[src/rtl/comparador_pkg.sv]
// Shared types for the serial magnitude comparator: FSM states and result encoding.
package comparador_pkg;

  typedef enum logic [1:0] {
    IDLE = 2'd0,
    BUSY = 2'd1,
    DONE = 2'd2
  } state_t;

  // Result encoding doubles as {gt, lt} of the deciding slice.
  localparam logic [1:0] EQ = 2'b00;
  localparam logic [1:0] LT = 2'b01;
  localparam logic [1:0] GT = 2'b10;

endpackage

[src/rtl/comparador_digito.sv]
// Combinational DIGIT-bit unsigned slice comparator.
module comparador_digito #(
  parameter int unsigned DIGIT = 2
) (
  input  logic [DIGIT-1:0] a,
  input  logic [DIGIT-1:0] b,
  output logic             eq,
  output logic             lt,
  output logic             gt
);

  assign eq = (a == b);
  assign lt = (a < b);
  assign gt = (a > b);

endmodule

[src/rtl/comparador_serial.sv]
// Serial unsigned comparator: one DIGIT-bit slice per cycle, MSB slice first.
// Optional macro COMPARADOR_EARLY_EXIT_EN ends the comparison right after the first differing slice.
module comparador_serial
  import comparador_pkg::*;
#(
  parameter int unsigned WIDTH = 8,
  parameter int unsigned DIGIT = 2
) (
  input  logic             clk,
  input  logic             rst,
  input  logic             start,
  input  logic [WIDTH-1:0] A,
  input  logic [WIDTH-1:0] B,
  output logic             busy,
  output logic             done,
  output logic             A_equal_B,
  output logic             A_less_B,
  output logic             A_greater_B
);

  localparam int unsigned N  = (DIGIT == 0) ? 1 : WIDTH / DIGIT;
  localparam int unsigned CW = $clog2(N + 1);

  if ((DIGIT < 1) || (DIGIT > WIDTH) || ((WIDTH % DIGIT) != 0)) begin : g_bad_params
    $error("comparador_serial: WIDTH must be a non-zero multiple of DIGIT");
  end

  state_t          state;
  logic [WIDTH-1:0] sh_a;
  logic [WIDTH-1:0] sh_b;
  logic [CW-1:0]    cnt;
  logic [1:0]       res;
  logic             decided;
  logic             slice_eq_c;
  logic             slice_lt_c;
  logic             slice_gt_c;
  logic             finish_c;

  comparador_digito #(.DIGIT(DIGIT)) u_digito (
    .a  (sh_a[WIDTH-1 -: DIGIT]),
    .b  (sh_b[WIDTH-1 -: DIGIT]),
    .eq (slice_eq_c),
    .lt (slice_lt_c),
    .gt (slice_gt_c)
  );

  // Leave BUSY once every slice is consumed, or as soon as a slice decided.
  always_comb begin
    finish_c = (cnt == '0);
`ifdef COMPARADOR_EARLY_EXIT_EN
    finish_c = finish_c || decided;
`endif
  end

  always_ff @(posedge clk) begin
    if (rst) begin
      state       <= IDLE;
      sh_a        <= '0;
      sh_b        <= '0;
      cnt         <= '0;
      res         <= EQ;
      decided     <= 1'b0;
      busy        <= 1'b0;
      done        <= 1'b0;
      A_equal_B   <= 1'b0;
      A_less_B    <= 1'b0;
      A_greater_B <= 1'b0;
    end else begin
      case (state)
        IDLE: begin
          done <= 1'b0;
          if (start) begin
            sh_a    <= A;
            sh_b    <= B;
            cnt     <= CW'(N);
            res     <= EQ;
            decided <= 1'b0;
            busy    <= 1'b1;
            state   <= BUSY;
          end
        end
        BUSY: begin
          if (finish_c) begin
            busy        <= 1'b0;
            done        <= 1'b1;
            A_equal_B   <= (res == EQ);
            A_less_B    <= (res == LT);
            A_greater_B <= (res == GT);
            state       <= DONE;
          end else begin
            sh_a <= sh_a << DIGIT;
            sh_b <= sh_b << DIGIT;
            cnt  <= cnt - CW'(1);
            // Only the first differing slice counts.
            if (!decided && !slice_eq_c) begin
              decided <= 1'b1;
              res     <= {slice_gt_c, slice_lt_c};
            end
          end
        end
        DONE: begin
          done  <= 1'b0;
          state <= IDLE;
        end
        default: begin
          busy  <= 1'b0;
          done  <= 1'b0;
          state <= IDLE;
        end
      endcase
    end
  end

endmodule

[config.mk]
export PLATFORM = sky130hd
export DESIGN_NAME = comparador_serial
export DESIGN_NICKNAME = d
export VERILOG_FILES = /design/src/rtl/comparador_pkg.sv /design/src/rtl/comparador_digito.sv /design/src/rtl/comparador_serial.sv
export SDC_FILE = /design/constraint.sdc
export NUM_CORES = 1
export LEC_CHECK = 0
export ABC_AREA = 0
export CAP_MARGIN = 10
export CORE_UTILIZATION = 47
export DETAILED_ROUTE_END_ITERATION = 10
export PLACE_DENSITY = 0.73
export RECOVER_POWER = 25
export SLEW_MARGIN = 25
export SYNTH_ARGS = -nofsm -noshare
export SYNTH_HDL_FRONTEND = slang
export SYNTH_SLANG_ARGS = --single-unit
[constraint.sdc]
create_clock -name clk -period 1.5 [get_ports clk]
set_input_delay 0.3 -clock clk [delete_from_list [all_inputs] [get_ports clk]]
set_output_delay 0.3 -clock clk [all_outputs]
set_load 0.03 [all_outputs]
== Yosys cells after proc, flatten, opt, wreduce, memory -nomap -nowiden ==
Cells that the tools add are included.

* Input port bits: 19
* Output and inout port bits: 5
* Bits in registers: 29
* Logic and storage cells: 61

* Bitwise operators: 2
* Muxes and demuxes: 23
* Equality and inequality tests: 9
* Reductions and logical operators: 13
* Add/sub/neg operators: 1
* Order comparisons: 2

{| class="wikitable"
|+ Operators by type and width
! cell !! count
|-
| 2-to-1 mux 8 bit || 4
|-
| one-hot mux 8 bit (2 select lines) || 2
|-
| 2-to-1 mux 2 bit || 5
|-
| != test 2 bit (second input constant) || 4
|-
| one-hot mux 2 bit (2 select lines) || 2
|-
| 2-to-1 mux 3 bit || 2
|-
| one-hot mux 3 bit (2 select lines) || 1
|-
| AND reduction 3 bit || 2
|-
| 2-to-1 mux 1 bit || 5
|-
| equality test 2 x 1 -> 1 bit (second input constant) || 2
|-
| equality test 2 bit (second input constant) || 2
|-
| logical NOT 2 bit || 2
|-
| AND reduction 2 bit || 2
|-
| AND reduction 4 bit || 1
|-
| logical NOT 3 bit || 1
|-
| one-hot mux 1 bit (3 select lines) || 1
|-
| subtractor 3 x 1 -> 3 bit (second input constant) || 1
|-
| equality test 2 bit || 1
|-
| > comparator 2 bit || 1
|-
| logical NOT 1 bit || 2
|-
| < comparator 2 bit || 1
|-
| NOT 1 bit || 2
|-
| one-hot mux 1 bit (2 select lines) || 1
|-
| nonzero test 2 bit || 1
|-
| other kinds (2) || 2
|}

== Logic depth before layout (Yosys ltp) ==
Gate-level depths: netlist of the first run.

* Word-level depth: 6
* Mapped depth: 7
* Mapped depth without buffers: 5

== By module ==
A second synthesis of the first run with hierarchy kept.

* Cells, all modules: 128
* Area, all modules: 1,342.5 µm²

{| class="wikitable"
|+ By module, submodules not included
! module !! area an instance (µm²) !! times used !! seq. area each (µm²) !! cells an instance
|-
| comparador_serial || 1,280.0 || 1 || 580.6 || 119
|-
| comparador_digito || 62.6 || 1 || 0.0 || 9
|}

== Worst setup path after synthesis of the first run ==
Ideal clock, no wire load.

* Path kind: reg2reg
* Start: reg cnt[0]
* End: reg sh_a[7]
* Setup time: 0.141 ns
* Path slack: 0.081 ns
* Stages on the path, launching flop included: 8
* Data required time: 1.359 ns
* Path buffers: 2
* Clock period less this slack: 1.419 ns
* Arrival time: 1.278 ns
* Cells stage by stage: dfxtp_1 -> inv_1 -> ha_1 -> and3b_1 -> buf_4 -> nor2_2 -> buf_6 -> a311oi_2

* Word-level cells in the longest chain between the ends: 3

{| class="wikitable"
|+ Ends and longest elaborated chain
! item !! line !! source
|-
| from (decl) || comparador_serial.sv:31 || <nowiki>logic [CW-1:0] cnt;</nowiki>
|-
| from (signal assigned) || comparador_serial.sv:75 || <nowiki>cnt <= CW'(N);</nowiki>
|-
| from (signal assigned) || comparador_serial.sv:93 || <nowiki>cnt <= cnt - CW'(1);</nowiki>
|-
| logical NOT 3 bit || comparador_serial.sv:49 || <nowiki>finish_c = (cnt == '0);</nowiki>
|-
| != test 2 bit (no line) || n/a ||
|-
| AND reduction 3 bit (no line) || n/a ||
|-
| to (signal assigned) || comparador_serial.sv:91 || <nowiki>sh_a <= sh_a << DIGIT;</nowiki>
|-
| to (decl) || comparador_serial.sv:29 || <nowiki>logic [WIDTH-1:0] sh_a;</nowiki>
|}

Every way passes these cells.
A chain may end at the register's enable or synchronous reset.

== Final worst setup path of the first run ==
* Start: reg state[0]
* End: reg res[1]

* Word-level cells in the longest chain between the ends: 3
* Elaborated cells on any way between the ends: 8
* Classes of those cells: eq/ne: 4; mux: 1; reduce/logical: 3

{| class="wikitable"
|+ Ends and longest elaborated chain
! item !! line !! source
|-
| from (decl) || comparador_serial.sv:28 || <nowiki>state_t state;</nowiki>
|-
| from (signal assigned) || comparador_serial.sv:57 || <nowiki>state <= IDLE;</nowiki>
|-
| from (signal assigned) || comparador_serial.sv:79 || <nowiki>state <= BUSY;</nowiki>
|-
| from (signal assigned) || comparador_serial.sv:89 || <nowiki>state <= DONE;</nowiki>
|-
| equality test 2 x 1 -> 1 bit or logical NOT 2 bit (tied branches) || comparador_serial.sv:69 || <nowiki>case (state)</nowiki>
|-
| != test 2 bit (no line) or nonzero test 2 bit (tied branches) || n/a ||
|-
| AND reduction 4 bit (no line) || n/a ||
|-
| to (signal assigned) || comparador_serial.sv:97 || <nowiki>res <= {slice_gt_c, slice_lt_c};</nowiki>
|-
| to (decl) || comparador_serial.sv:32 || <nowiki>logic [1:0] res;</nowiki>
|}

Several ways; a longest one is shown, not always the timed one.

==> results of run 1 <==
flip-flops by register name (all words and copies together), names as in the netlist:
name         flops
sh_a             8
sh_b             8
cnt              3
res              2
state            2
A_equal_B        1
A_greater_B      1
A_less_B         1
busy             1
decided          1
done             1
final cells by class:
cell class | count | area share [%]
multi-input cells | 115 | 43.1
flip-flops and latches | 29 | 32.5
repair buffers | 37 | 18.7
clock buffers | 8 | 2.73
well taps | 31 | 2.17
inverters | 4 | 0.839
routing by layer:
metal	track usage [%]	routed length (µm)
met3	8.16	110
met4	7.67	69
met2	35.7	1540
met5	0	0
met1	25.5	1430
cell usage in the layout, fill, tap and decap left out, drive strengths merged, types with 5 or more instances in the layout:
| cell | n |
|---|---|
| nand2b | 5 |
| nand3b | 5 |
| dlygate4sd2 | 5 |
| a21oi | 24 |
| clkdlybuf4s50 | 18 |
| o21ai | 9 |
| clkbuf | 10 |
| a311oi | 12 |
| nand2 | 29 |
| dfxtp | 29 |
| buf | 12 |
power groups by stage:
stage	clock, mW	sequential, mW	combinational (mW)
after CTS	0.462	0.922	0.673
after global placement	0	0.936	0.659
final	0.454	0.924	0.664
after global routing	0.500	0.937	0.732
after detailed placement	0	0.940	0.678
after floorplan	0	0.948	0.458
worst max-delay path, delay by kind of cell (launching register included):
family | cells | cell delay (ns)
flip-flops | 1 | 0.32
multiplexers | 1 | 0.21
AO/OA/AOI/OAI | 1 | 0.36
AND/OR/NAND/NOR | 1 | 0.30
buffers and inverters | 1 | 0.15
cells by family after synthesis:
family	Yosys count	share of synthesized area [%]
flip-flops	29	40.1
AND/OR/NAND/NOR	56	20.8
multiplexers	3	2.07
AO/OA/AOI/OAI	52	26.9
adder cells (fa/ha/maj)	4	3.45
buffers and inverters	16	6.65
worst paths after layout:
| path | start | endpoint | slack, ns | cells past startpoint |
|---|---|---|---|---|
| max reg2reg | state[0]$_SDFFE_PP0P_ | res[1]$_SDFFE_PP0P_ | 0.09 | 4 |
| min reg2reg | done$_SDFFE_PP0N_ | done$_SDFFE_PP0N_ | 0.47 | 1 |
| max | state[0]$_SDFFE_PP0P_ | res[1]$_SDFFE_PP0P_ | 0.09 | 4 |
| min | done$_SDFFE_PP0N_ | done$_SDFFE_PP0N_ | 0.47 | 1 |
through the flow:
stage | util [%] | setup TNS [ns] | hold WS, ns | cell area, µm²
finish | 63.3 | 0 | 0.469 | 1790
global route | 63.3 | 0 | 0.486 | 1790
CTS | 63.5 | 0 | 0.478 | 1800
detailed placement | 62.0 | -1.22 | 0.461 | 1750
global placement | 62.0 | -0.623 | 0.455 | 1750
floorplan | - | 0 | 0.440 | 1450
timing repair:
| item | CTS | global route |
|---|---|---|
| setup endpoints to repair | 5 | 1 |
| resized for setup | 5 | 1 |
| hold buffers | 0 | 0 |
==> results_dict.tcl, run 1 <==
set metrics [dict create \
    route.detailed.wl_per_inst_um 14.0 \
    grt_overflow 0 \
    leakage_nw 0.681 \
    fmax_mhz 711 \
    grt_pass1_vias 1224 \
    vias 1267 \
    cp_slowest_cell "a31oi_1" \
    crit_required_ns 1.78 \
    cts_tree "built" \
    cts_inserted_buffers 5 \
    setup_slack_ns 0.0930 \
    netlist_instances 160 \
    avgSynthCellArea_um2 9.06 \
    synth-seq-area-share_pct 40.1 \
    syn_to_final_growth_pct 23.6 \
    synth_cell_types 35 \
    ys_seq_elements 29 \
    clockRootBuffer "clkbuf_4" \
    cts.sinks 29 \
    p_comb_share_pct 32.5 \
    cp.arrival_ns 1.69 \
    routed_wl_um 3150 \
    synthTopCellsByArea "dfxtp_1 (40%), a311oi_2 (10%), a21oi_1 (8.3%)" \
    synthArstFlopShare_pct 0 \
    hold_violations 0 \
    drv_cap 0 \
    rows 19 \
    avgViaCountPerCell 5.66 \
    grt_pass1_wl_um 5320 \
    port_buffers 23 \
    fin_skew_ns 0.00395 \
    synth_top_cell_by_area "dfxtp_1" \
    yosys_most_used_dff "dfxtp_1" \
    drc 2 \
    end_kind "register" \
    ant_nets 0 \
    power.density_nw_per_um2 1140 \
    clkSlewWorstSetupHoldPaths_ns 0.09 \
    final_cells 224 \
    grt_max_degree 16 \
    path_cells "buf_4 > and2b_2 > a31oi_1 > mux2i_1" \
    drt-initial-drc-count 24 \
    slew_headroom_pct 76.1 \
    hold_path.class "reg2reg" \
    status "complete, but fails checks" \
    dieArea_um2 3310 \
    swShare_pct 33.3 \
    multiInputGateArea_um2 772 \
    post-place-ws_ns -0.0933 \
    netlist_area_um2 1450 \
    ys_warn_count 0 \
    final_nets 215 \
    clockBufferDepth 2 \
    die_x_um 57.5 \
    place_inst 216 \
    clk_latency_ns 0.34 \
    cts.htree.levels 2 \
    core_area_um2 2830 \
    synth_top_area_share_pct 40.1 \
    fin_crit_sh_pct 93.8 \
    worstMarginPinSlew_ns 0.357 \
    cts_setup_buffers 0 \
    synth_nets 183 \
    ir_drop_v 0.000533 \
    max_stage_delay_ns 0.36 \
    synth_common_cells "dfxtp_1 (29), nand2_1 (29), a21oi_1 (24), a311oi_2 (10), o21ai_0 (9)" \
    grt_use_total_pct 21.6 \
    fin_crit_ns 1.41 \
    critPathMaxFanout 15 \
    initial_core_util_pct 51.2 \
    drv_slew 0 \
    seqPwrFrac_pct 45.3 \
    dp_hpwl_um 2240 \
    power.total_mw 2.04 \
    antenna_cells 0 \
    die_y_um 57.5 \
    violations "design-rule violations" \
    power_frac_clock_pct 22.2 \
    regArea_um2 582 \
    rsz0062_at_grt "no" \
    critPathKind "reg2reg" \
    start_kind "register" \
    nFillCells 278 \
    setup_viol 0 \
    gp_congestion 0.765 \
    power_switching_mw 0.679 \
    drive_gt1_share_pct 18.1 \
    antenna_found_initial 0 \
    drtPass1Iterations 8 \
    internal-power_mw 1.36 \
    io_pins 24 \
    synth_edf_count 0 \
]
No activity file was read; power rests on OpenSTA's default activity.
==> run 2: changes to the inputs <==
--- a/config.mk
+++ b/config.mk
@@ -7,11 +7,10 @@
 export LEC_CHECK = 0
 export ABC_AREA = 0
 export CAP_MARGIN = 10
-export CORE_UTILIZATION = 47
+export CORE_UTILIZATION = 56
 export DETAILED_ROUTE_END_ITERATION = 10
-export PLACE_DENSITY = 0.73
+export PLACE_DENSITY = 0.81
 export RECOVER_POWER = 25
-export SLEW_MARGIN = 25
 export SYNTH_ARGS = -nofsm -noshare
 export SYNTH_HDL_FRONTEND = slang
 export SYNTH_SLANG_ARGS = --single-unit
==> constraint.sdc (replaced) <==
create_clock -name clk -period 1.8 [get_ports clk]
set_input_delay 0.36 -clock clk [delete_from_list [all_inputs] [get_ports clk]]
set_output_delay 0.36 -clock clk [all_outputs]
set_load 0.03 [all_outputs]
==> results_dict.tcl, run 2 (synthesis gave the netlist of run 1 again) <==
set metrics [dict create \
    fmax_mhz 588 \
    critPathKind "reg2out" \
    power.density_nw_per_um2 957 \
    fin_skew_ns 0.00576 \
    cp_top_family "buffers and inverters" \
    fin_crit_ns 1.70 \
    syn_to_final_growth_pct 18.3 \
    path_depth 1 \
    min_from "done$_SDFFE_PP0N_" \
    cts.sinks 29 \
    hold_violations 0 \
    die_y_um 52.9 \
    drv_slew 0 \
    clockBufferDepth 2 \
    cts_inserted_buffers 5 \
    slew_headroom_pct 64.8 \
    drc 0 \
    cts_tree "built" \
    grt_pass1_wl_um 4870 \
    avgViaCountPerCell 5.68 \
    final_util_pct 69.8 \
    die_x_um 52.9 \
    dp_hpwl_um 2100 \
    clk_latency_ns 0.33 \
    drtPass1Iterations 4 \
    max_stage_delay_ns 0.67 \
    initial_core_util_pct 59.0 \
    core_area_um2 2450 \
    port_buffers 23 \
    clockRootBuffer "clkbuf_4" \
    end_kind "primary output" \
    hold_path.class "reg2reg" \
    cts.htree.levels 2 \
    grt_max_degree 22 \
    dieArea_um2 2790 \
    rsz0062_at_grt "no" \
    start_kind "register" \
    grt_overflow 0 \
    routed_wl_um 3010 \
    path_buf_inv 1 \
    final_cell_area_um2 1710 \
    leakage_nw 0.613 \
    worstMarginPinSlew_ns 0.527 \
    whs_ns 0.469 \
    rr_endpoint "res[0]$_SDFFE_PP0P_" \
    gp_congestion 0.792 \
    drt-initial-drc-count 16 \
    cp_slowest_cell "clkdlybuf4s50_1" \
    cp.arrival_ns 1.34 \
    drv_cap 0 \
    critPathCapture "busy" \
    path_cells "clkdlybuf4s50_1" \
    grt_use_total_pct 24.6 \
    vias 1209 \
    setup_viol 0 \
    crit_required_ns 1.44 \
    antenna_cells 0 \
    status "finished, final reports clean" \
    biggestRegsByFlops "sh_a (8), sh_b (8), cnt (3)" \
    route.detailed.wl_per_inst_um 14.1 \
    clkSlewWorstSetupHoldPaths_ns 0.08 \
    ir_drop_v 0.000763 \
    io_pins 24 \
    drive_gt1_share_pct 12.6 \
    postPlaceCellArea_um2 1670 \
    ant_nets 0 \
    layout_common_cells "dfxtp_1 (29), nand2_1 (29), a21oi_1 (24)" \
    r2r_start "state[0]$_SDFFE_PP0P_" \
    fin_tns_setup_ns 0 \
    grt_pass1_vias 1113 \
    rows 18 \
    fin_crit_sh_pct 94.4 \
    r2r_cells 3 \
    antenna_found_initial 0 \
    startpoint "busy$_SDFFE_PP0P_" \
    critPathMaxFanout 3 \
    final_nets 205 \
    rrSetupSlack_ns 0.15 \
]
-- run 2: timing repair --
item	in CTS	in global routing
setup buffers	0	0
resized for setup	1	0
endpoints found under the setup margin	1	0
hold buffers	0	0
-- run 2: how the worst min path moves through the flow --
stage / depth (start not counted) / slack, ns / end
global route: 1 / 0.50 / done$_SDFFE_PP0N_
global placement: 1 / 0.46 / done$_SDFFE_PP0N_
finish: 1 / 0.47 / done$_SDFFE_PP0N_
detailed placement: 1 / 0.46 / done$_SDFFE_PP0N_
CTS: 1 / 0.48 / done$_SDFFE_PP0N_
floorplan: 2 / 0.45 / cnt[1]$_SDFFE_PP0P_
-- run 2: cell type report --
cell class	count	area (µm²)
Sequential cell	29	581
Inverter	4	15.0
Timing Repair Buffer	27	256
Fill cell	194	741
Multi-Input combinational cell	115	776
Tap cell	30	37.5
Clock buffer	8	48.8
-- run 2: metrics by stage --
| step | power [mW] | instances | setup WS, ns |
|---|---|---|---|
| after detailed placement | 1.29 | 205 | -0.129 |
| after CTS | 1.66 | 213 | 0.0876 |
| after floorplan | 1.17 | 160 | 0.381 |
| final | 1.64 | 213 | 0.100 |
| after global placement | 1.27 | 205 | -0.0453 |
| after global routing | 1.75 | 213 | 0.0161 |
-- run 2: where the power goes --
part           leakage [nW]  internal [mW]  switching, mW
sequential            0.239          0.722         0.0599
clock                0.0265          0.155          0.208
combinational         0.348          0.218          0.278
total                 0.613           1.10          0.545
-- run 2: routing by layer --
| layer | GRT usage [%] | wire, µm |
|---|---|---|
| met2 | 42.4 | 1510 |
| met1 | 28.6 | 1350 |
| met4 | 7.89 | 46 |
| met3 | 8.05 | 108 |
| met5 | 0 | 0 |
==> run 3: changes to the inputs <==
--- a/config.mk
+++ b/config.mk
@@ -7,6 +7,7 @@
 export LEC_CHECK = 0
 export ABC_AREA = 0
 export CAP_MARGIN = 10
+export CORE_MARGIN = 2
 export CORE_UTILIZATION = 56
 export DETAILED_ROUTE_END_ITERATION = 10
 export PLACE_DENSITY = 0.81
==> results_dict.tcl, run 3 (synthesis gave the netlist of run 1 again) <==
set metrics [dict create \
    status "finished, final reports clean" \
    drt-initial-drc-count 18 \
    path_cells "clkdlybuf4s50_1" \
    grt_use_met3_pct 6.01 \
    final_util_pct 69.9 \
    drc 0 \
    die_y_um 54.9 \
    die_x_um 54.9 \
    syn_to_final_growth_pct 18.5 \
    critPathKind "reg2out" \
    cts.sinks 29 \
    cts.htree.levels 2 \
    grt_use_total_pct 23.7 \
    power_frac_clock_pct 23.8 \
    gp_congestion 0.791 \
    start_kind "register" \
    slew_headroom_pct 65.6 \
    crit_required_ns 1.44 \
    final_cell_area_um2 1720 \
    p_comb_share_pct 29.7 \
    drtPass1Iterations 4 \
    cts_tree "built" \
    dp_hpwl_um 2150 \
    whs_ns 0.478 \
    cts_resized 1 \
    seqPwrFrac_pct 46.5 \
    io_pins 24 \
    ant_nets 0 \
    vias 1211 \
    internal-power_mw 1.12 \
    path_buf_inv 1 \
    clockRootBuffer "clkbuf_4" \
    fin_skew_ns 0.00793 \
    rsz0062_at_grt "no" \
    worstMarginPinSlew_ns 0.515 \
    core_area_um2 2450 \
    drive_gt1_share_pct 13.3 \
    antenna_found_initial 0 \
    cts_hold_buffers 0 \
    leakage_nw 0.617 \
    fin_crit_sh_pct 95.3 \
    grt_max_degree 18 \
    max_stage_delay_ns 0.68 \
    grt_pass1_wl_um 4920 \
    power.total_mw 1.68 \
    clockBufferDepth 2 \
    biggestRegsByFlops "sh_a (8), sh_b (8), cnt (3)" \
    ir_drop_v 0.000714 \
    grt.busiest_layer "met2" \
    drv_slew 0 \
    path_depth 1 \
    final_nets 204 \
    swShare_pct 33.0 \
    layout_common_cells "dfxtp_1 (29), nand2_1 (29), a21oi_1 (24)" \
    hold_path.class "reg2reg" \
    use_met1_pct 27.5 \
    grt_overflow 0 \
    critPathMaxFanout 3 \
    avgViaCountPerCell 5.74 \
    cp.arrival_ns 1.36 \
    route.detailed.wl_per_inst_um 14.9 \
    clk_latency_ns 0.33 \
    cp_top_family "buffers and inverters" \
    fmax_mhz 583 \
    routed_wl_um 3140 \
    nFillCells 217 \
    grt_pass1_vias 1165 \
    port_buffers 23 \
    antenna_cells 0 \
    whs_path_depth 2 \
    r2r_cells 5 \
    rows 18 \
    fin_crit_ns 1.72 \
    dieArea_um2 3010 \
    cp_slowest_cell "clkdlybuf4s50_1" \
    power_switching_mw 0.553 \
    use_met2_pct 40.3 \
    initial_core_util_pct 59.0 \
    setup_viol 0 \
    cts_inserted_buffers 5 \
    final_cells 211 \
    place_inst 204 \
    power.density_nw_per_um2 977 \
    clkSlewWorstSetupHoldPaths_ns 0.09 \
    drv_cap 0 \
    hold_violations 0 \
    cts_setup_buffers 0 \
    postPlaceCellArea_um2 1660 \
    end_kind "primary output" \
]
==> run 3: changes by cell type in the layout (fill, tap and decap cells not counted), sizes merged <==
cell,previous run,this run
clkbuf,9,7
==> run 3: area by class of cell <==
type / count / area, µm² / share of cell area (%)
inverters: 4 / 15.0 / 0.875
clock buffers: 7 / 55.1 / 3.21
flip-flops and latches: 29 / 581 / 33.8
multi-input cells: 115 / 776 / 45.2
repair buffers: 26 / 253 / 14.7
well taps: 30 / 37.5 / 2.19
==> run 3: power by group through the flow <==
stage	clock (mW)	combinational (mW)	sequential [mW]
global route	0.423	0.549	0.790
floorplan	0	0.382	0.790
CTS	0.402	0.503	0.779
finish	0.398	0.499	0.780
detailed placement	0	0.492	0.793
global placement	0	0.472	0.789
==> run 3: metal layers <==
layer  vias up  share of wire [%]
met5         -                  0
met4         0               0.99
met3         6                3.2
met2        21                 51
met1       572                 45
li1        612                  -
==> run 3: worst paths after layout <==
| check | start | end | slack [ns] |
|---|---|---|---|
| max reg2reg | cnt[0]$_SDFFE_PP0P_ | sh_a[7]$_SDFFE_PP0P_ | 0.19 |
| min | sh_a[2]$_SDFFE_PP0P_ | sh_a[4]$_SDFFE_PP0P_ | 0.48 |
| min reg2reg | sh_a[2]$_SDFFE_PP0P_ | sh_a[4]$_SDFFE_PP0P_ | 0.48 |
| max | busy$_SDFFE_PP0P_ | busy | 0.08 |
==> run 3: per-stage QoR <==
stage / setup TNS [ns] / setup slack (ns)
floorplan: 0 / 0.381
global placement: -0.488 / -0.0440
detailed placement: -1.09 / -0.109
CTS: 0 / 0.0713
global route: 0 / 0.0483
finish: 0 / 0.0842
